$ cat config.mk
export PLATFORM = sky130hd
export DESIGN_NAME = ula_operand_fetch
export DESIGN_NICKNAME = d
export VERILOG_FILES = /design/src/rtl/ula_operand_fetch.sv
export SDC_FILE = /design/constraint.sdc
export NUM_CORES = 1
export LEC_CHECK = 0
export CORE_ASPECT_RATIO = 1.4
export CORE_MARGIN = 2
export CORE_UTILIZATION = 40
export DETAILED_ROUTE_END_ITERATION = 10
export PLACE_DENSITY = 0.83
export SLEW_MARGIN = 20
export SYNTH_ARGS = -nofsm -noshare
export SYNTH_HDL_FRONTEND = slang
export SYNTH_SLANG_ARGS = --single-unit
$ cat constraint.sdc
create_clock -name clock -period 1.82 [get_ports clock]
set_input_delay 0.546 -clock clock [delete_from_list [all_inputs] [get_ports clock]]
set_output_delay 0.546 -clock clock [all_outputs]
set_load 0.005 [all_outputs]
$ cat src/rtl/ula_operand_fetch.sv
// Bus-side operand loader for the ULA: captures two consecutive valid bus words and holds them
// until the ULA acknowledges. The optional fetch timeout is enabled by defining ULA_FETCH_TIMEOUT_EN.
module ula_operand_fetch #(
    parameter int WIDTH          = 8,
    parameter int TIMEOUT_CYCLES = 16
) (
    input  logic             clock,
    input  logic             reset,
    input  logic [WIDTH-1:0] data_bus,
    input  logic             bus_valid,
    input  logic             start,
    input  logic             ula_ack,
    output logic             bus_grab,
    output logic [WIDTH-1:0] operand_a,
    output logic [WIDTH-1:0] operand_b,
    output logic             operands_ready,
    output logic             busy,
    output logic             timeout_err
);

`ifdef ULA_FETCH_TIMEOUT_EN
    typedef enum logic [2:0] {
        S_IDLE,
        S_LOAD_A,
        S_LOAD_B,
        S_READY,
        S_ERROR
    } state_t;
`else
    typedef enum logic [1:0] {
        S_IDLE,
        S_LOAD_A,
        S_LOAD_B,
        S_READY
    } state_t;
`endif

    state_t           state_reg;
    state_t           state_next;
    logic [WIDTH-1:0] operand_a_reg;
    logic [WIDTH-1:0] operand_b_reg;
    logic             in_load;
    logic             timeout_hit;

    assign in_load = (state_reg == S_LOAD_A) || (state_reg == S_LOAD_B);

`ifdef ULA_FETCH_TIMEOUT_EN
    localparam int CNT_W = (TIMEOUT_CYCLES > 2) ? $clog2(TIMEOUT_CYCLES) : 1;

    logic [CNT_W-1:0] wait_cnt_reg;
    logic             timeout_err_reg;

    // Terminal count only fires when the bus is still idle; a word on that cycle wins.
    assign timeout_hit = in_load && !bus_valid && (wait_cnt_reg == CNT_W'(TIMEOUT_CYCLES - 1));

    always_ff @(posedge clock or negedge reset) begin
        if (!reset) begin
            wait_cnt_reg    <= '0;
            timeout_err_reg <= 1'b0;
        end else begin
            if (in_load && !bus_valid && !timeout_hit) begin
                wait_cnt_reg <= wait_cnt_reg + 1'b1;
            end else begin
                wait_cnt_reg <= '0;
            end
            timeout_err_reg <= (state_next == S_ERROR);
        end
    end

    assign timeout_err = timeout_err_reg;
`else
    assign timeout_hit = 1'b0;
    assign timeout_err = 1'b0;
`endif

    always_comb begin
        state_next = state_reg;
        case (state_reg)
            S_IDLE: begin
                if (start) state_next = S_LOAD_A;
            end
            S_LOAD_A: begin
                if (bus_valid)        state_next = S_LOAD_B;
`ifdef ULA_FETCH_TIMEOUT_EN
                else if (timeout_hit) state_next = S_ERROR;
`endif
            end
            S_LOAD_B: begin
                if (bus_valid)        state_next = S_READY;
`ifdef ULA_FETCH_TIMEOUT_EN
                else if (timeout_hit) state_next = S_ERROR;
`endif
            end
            S_READY: begin
                // ack together with start chains straight into the next fetch
                if (ula_ack) state_next = start ? S_LOAD_A : S_IDLE;
            end
`ifdef ULA_FETCH_TIMEOUT_EN
            S_ERROR: begin
                if (start) state_next = S_LOAD_A;
            end
`endif
            default: state_next = S_IDLE;
        endcase
    end

    always_ff @(posedge clock or negedge reset) begin
        if (!reset) begin
            state_reg     <= S_IDLE;
            operand_a_reg <= '0;
            operand_b_reg <= '0;
        end else begin
            state_reg <= state_next;
            if (state_reg == S_LOAD_A && bus_valid) operand_a_reg <= data_bus;
            if (state_reg == S_LOAD_B && bus_valid) operand_b_reg <= data_bus;
        end
    end

    assign bus_grab       = in_load;
    assign operands_ready = (state_reg == S_READY);
    assign busy           = in_load || (state_reg == S_READY);
    assign operand_a      = operand_a_reg;
    assign operand_b      = operand_b_reg;

endmodule

==> results.yml, run 1 <==
outcome:
  status: "completed"
power_and_ir_drop:
  power_density_nw_per_um2: 1660
  power_uw: 1990
  p_leak_uw: 0.000531
  vdd.ir_drop.worst_v: 0.000976
yosys:
  synth_flop_cell: "dfrtp_1"
  synth_top_area_cell: "dfrtp_1"
  synth.area.top_cells: "dfrtp_1, mux2_2, ha_1, mux2_4, nand2_2"
  synthTopCellsByCount: "dfrtp_1, mux2_2, ha_1"
  yosysTopAreaCellShare: 0.559
  synth_most_common_cell: "dfrtp_1"
  ys_seq_area_frac: 0.559
  syn_inst: 55
  synth_cell_types: 16
  syn_nets: 73
  ys_warn_count: 0
  synthArstFlopShare: 1.00
  syn-mean-instance-area_sq_um: 14.7
  ys_seq_elements: 18
  synth_edf_count: 0
  syn-cell-area_sq_um: 806
setup_path:
  arrival_ns: 1.21
  critPathMaxFanout: 3
  required_ns: 1.27
  cp-end-kind: "primary output"
  ff2ff_path_depth: 6
  rrSetupSlack_ns: 0.23
  worstSetupPathType: "register to primary output"
  startpoint_type: "register"
  r2r_start: "state_reg[0]"
  r2r-end: "state_reg[1]"
sta:
  setup-violations-final: 0
  fin_crit_sh: 0.965
  hold_violations: 0
  max_freq_mhz: 569
  rsz0062_at_grt: "false"
  min_period_ns: 1.76
  slew_violations: 0
  finClkSkew_ns: 0.00119
cells_and_area:
  diodes: 0
  final_area_sq_um: 1190
  drive_gt1_frac: 0.366
  syn_to_final_growth_pct: 48.3
  nNetsFinal: 113
clock_tree:
  cts_root_buf: "clkbuf_4"
  numCtsBuffers: 3
  hold_buffers: 0
  cts_tree: "yes"
  cts.clk_slew.worst_paths_ns: 0.09
  htree_levels: 1
  cts.sinks: 18
  clock_latency_ns: 0.28
  ctsLongestPathBuffers: 2
flow_run:
  maxCapViolations: 0
floorplan:
  rows: 19
  core-area_sq_um: 1930
  die_h_um: 57.1
  die_w_um: 41.9
  ioPinCount: 33
  start_util: 0.418
  die_area_sq_um: 2390
min_path:
  hold-path-cell-count: 1
  hp-class: "register to register"
  min-delay-start: "operand_a[6]"
  hold_end: "operand_a[6]"
placed_design:
  io_buffers: 31
  dpl_cell_area_sq_um: 1160
  dpl.hpwl_mm: 1.18
  gp_congestion: 0.735
drt:
  ant_nets: 0
  vias: 558
  viasPerCell: 4.89
  routed_wl_mm: 1.49
  avgRoutedWirePerCell_um: 13.1
  drt_iter0_markers: 2
  drc: 0
  firstDrtPassIters: 2
global_routing:
  antenna_found_initial: 0
  track_usage: 0.142
  grt_overflow: 0
  grt_first_pass_wirelength_mm: 2.63
  grt_pass1_vias: 596
  grt_max_degree: 19
[layout by cell type (no fill, tap or decap), drive strengths merged, types with 2 or more instances in the layout]
cell type / n
buf: 5
clkbuf: 4
clkdlybuf4s50: 28
dfrtp: 18
ha: 5
inv: 3
mux2: 17
nand2: 2
[what timing repair did]
action	4_1_cts	5_1_grt
buffers inserted	0	1
gates resized for setup	4	6
endpoints found under the hold margin	0	0
endpoints found under the setup margin	3	3
pin swaps	0	1
[critical path: stages (launching register included)]
cell,delay (ns)
dfrtp_1,0.42
buf_6,0.13
ha_2,0.18
clkdlybuf4s15_1,0.20
[how the worst max path moves through the flow]
stage	from	to	slack, ns	cells past startpoint
3_3_place_gp	bus_valid	state_reg[1]	0.07	4
5_1_grt	state_reg[1]	operands_ready	0.01	3
4_1_cts	state_reg[0]	bus_grab	-0.004	3
6_report	state_reg[0]	operands_ready	0.06	3
3_5_place_dp	bus_valid	state_reg[1]	0.05	4
2_1_floorplan	state_reg[0]	state_reg[1]	0.47	5
[metal layers]
metal	track usage	share of wire
met4	0.0691	0.0087
met3	0.0380	0.059
met5	0	0
met1	0.165	0.40
met2	0.241	0.54
[per-stage QoR]
stage | cells | setup TNS, ns | utilization | setup slack [ns] | hold slack, ns
after floorplan | 55 | 0 | - | 0.468 | 0.250
after global placement | 110 | 0 | 0.605 | 0.0701 | 0.485
after detailed placement | 110 | 0 | 0.605 | 0.0509 | 0.495
after CTS | 113 | -0.00351 | 0.616 | -0.00351 | 0.515
after global routing | 114 | 0 | 0.621 | 0.0104 | 0.538
final | 114 | 0 | 0.621 | 0.0635 | 0.512
[cell type report]
class	instances	area (sq um)
clock buffers	3	22.5
multi-input cells	33	339
flip-flops and latches	18	450
inverters	3	11.3
fillers	154	731
repair buffers	36	345
well taps	21	26.3
[where the power goes]
group,internal [uW],total [uW],switching [uW]
registers,608,718,109
clock network,76.7,183,106
logic,723,1090,363
total,1410,1990,578
[kinds of logic after synthesis]
logic type      count (synthesis)  synth area share
mux                            17             0.242
other cells                     1           0.00465
flops                          18             0.559
simple gates                    6            0.0497
fa+ha+maj                       5            0.0776
compound gates                  4            0.0435
buf+inv                         4            0.0233
Note: power is estimated with default switching activity, not from simulation.
==> run 2: changes to the inputs <==
clock period = 2.2 ns   (was 1.82 ns; I/O delays follow)
==> run 2 against run 1 <==
  * Sequential share of layout area down 0.43 points
  * Die area unchanged
  * Sequential power decreased by 18%
  * Critical endpoint is now bus_grab
==> results.yml, run 2 (synthesis results as in run 1) <==
outcome:
  status: "completed"
setup_path:
  endpoint: "bus_grab"
  arrival_ns: 1.49
  required_ns: 1.54
  rrSetupSlack_ns: 0.74
  startpoint_type: "register"
  r2r-end: "state_reg[1]"
  crit_slowest_cell: "clkdlybuf4s50_1"
  critPathMaxStageDelay_ns: 0.49
  r2r_start: "state_reg[0]"
  worstSetupPathType: "register to primary output"
  ff2ff_path_depth: 5
  cp-end-kind: "primary output"
  path_cells: "inv_1 > ha_4 > clkdlybuf4s50_1"
  cp-startpoint: "state_reg[1]"
  critPathMaxFanout: 3
drt:
  firstDrtPassIters: 4
  drt_iter0_markers: 4
  avgRoutedWirePerCell_um: 13.2
  routed_wl_mm: 1.50
  ant_nets: 0
  vias: 565
  viasPerCell: 5.00
  drc: 0
floorplan:
  die_h_um: 57.1
  ioPinCount: 33
  die_area_sq_um: 2390
  core-area_sq_um: 1930
  die_w_um: 41.9
  start_util: 0.418
  rows: 19
cells_and_area:
  syn_to_final_growth_pct: 50.0
  drive_gt1_frac: 0.337
  final_core_util: 0.628
  fillers: 154
  layout_common_cells: "clkdlybuf4s50_1, dfrtp_1, mux2_2, ha_1"
  final_common_cell: "clkdlybuf4s50_1"
  diodes: 0
  nNetsFinal: 111
global_routing:
  antenna_found_initial: 0
  grt_first_pass_wirelength_mm: 2.59
  grt_max_degree: 19
  grt_pass1_vias: 610
  track_usage: 0.141
  grt_overflow: 0
sta:
  setup-violations-final: 0
  finClkSkew_ns: 0.000709
  hold_violations: 0
  setup-tns-final_ns: 0
  fin_crit_sh: 0.976
  min_period_ns: 2.15
  rsz0062_at_grt: "false"
  max_freq_mhz: 466
  slew_violations: 0
clock_tree:
  cts.clk_slew.worst_paths_ns: 0.10
  ctsLongestPathBuffers: 2
  cts.sinks: 18
  clock_latency_ns: 0.29
  cts_root_buf: "clkbuf_4"
  cts_tree: "yes"
  numCtsBuffers: 3
  htree_levels: 1
power_and_ir_drop:
  pwr-share-comb: 0.538
  power_density_nw_per_um2: 1410
  power.internal_uw: 1210
  power_uw: 1700
  switching_share: 0.286
  p_clk_frac: 0.116
  seq_power_share: 0.345
  vdd.ir_drop.worst_v: 0.000786
  p_leak_uw: 0.000544
  power.switching_uw: 487
placed_design:
  dpl.hpwl_mm: 1.18
  io_buffers: 31
  gp_congestion: 0.688
flow_run:
  maxCapViolations: 0
min_path:
  hp-class: "register to register"
[run 2: cell count changes in the layout (fill, tap and decap cells not counted), sizes merged]
cell and change:
clkdlybuf4s15 -1, dlymetal6s2s +1, clkdlybuf4s50 +2, dlygate4sd2 -1
buf -2
[run 2: final cells by class]
class	instances	area, sq um	share of cell area
multi-input combinational	33	349	0.289
timing repair buffer	34	335	0.277
tap	21	26.3	0.0217
inverter	3	11.3	0.00932
sequential	18	450	0.373
clock buffer	4	36.3	0.0300
[run 2: power groups by stage]
stage	clock (uW)	combinational (uW)	sequential, uW
after floorplan	0	387	609
after global placement	0	848	597
after detailed placement	0	867	607
after CTS	205	937	587
after global routing	216	988	613
final	198	916	588
[run 2: repair_timing]
action	CTS	global route
cloned	0	0
pin swaps	1	0
hold buffers	0	0
endpoints found under the setup margin	2	2
setup buffers	2	0
resized for setup	1	2
endpoints found under the hold margin	0	0
[run 2: worst min path at each step]
| stage | start | end | slack, ns | cells past startpoint |
|---|---|---|---|---|
| detailed placement | operand_b[5] | operand_b[5] | 0.49 | 1 |
| global placement | operand_b[5] | operand_b[5] | 0.49 | 1 |
| floorplan | reset | operand_a[0] | 0.36 | 0 |
| global route | operand_a[6] | operand_a[6] | 0.54 | 1 |
| finish | operand_b[5] | operand_b[5] | 0.51 | 1 |
| CTS | operand_b[5] | operand_b[5] | 0.51 | 1 |
[run 2: routing by layer]
metal  track usage  up-vias  routed length, um
met5             0        -                  0
met1         0.145      279                554
li1              -      261                  -
met4        0.0829        0                 41
met2         0.257       20                803
met3        0.0316        5                 97
[run 2: critical path: cells and delay by family (launching register included)]
kind / cells / cell delay (ns)
adders and majority gates: 1 / 0.27
buffers and inverters: 2 / 0.58
DFF: 1 / 0.35
[run 2: metrics by stage]
step / area [sq um] / cells / hold WS [ns] / setup slack [ns]
after floorplan: 806 / 55 / 0.364 / 0.779
after global placement: 1140 / 107 / 0.486 / 0.274
after detailed placement: 1140 / 107 / 0.492 / 0.259
after CTS: 1210 / 113 / 0.514 / 0.0144
after global routing: 1210 / 113 / 0.539 / 0.00186
final: 1210 / 113 / 0.511 / 0.0528
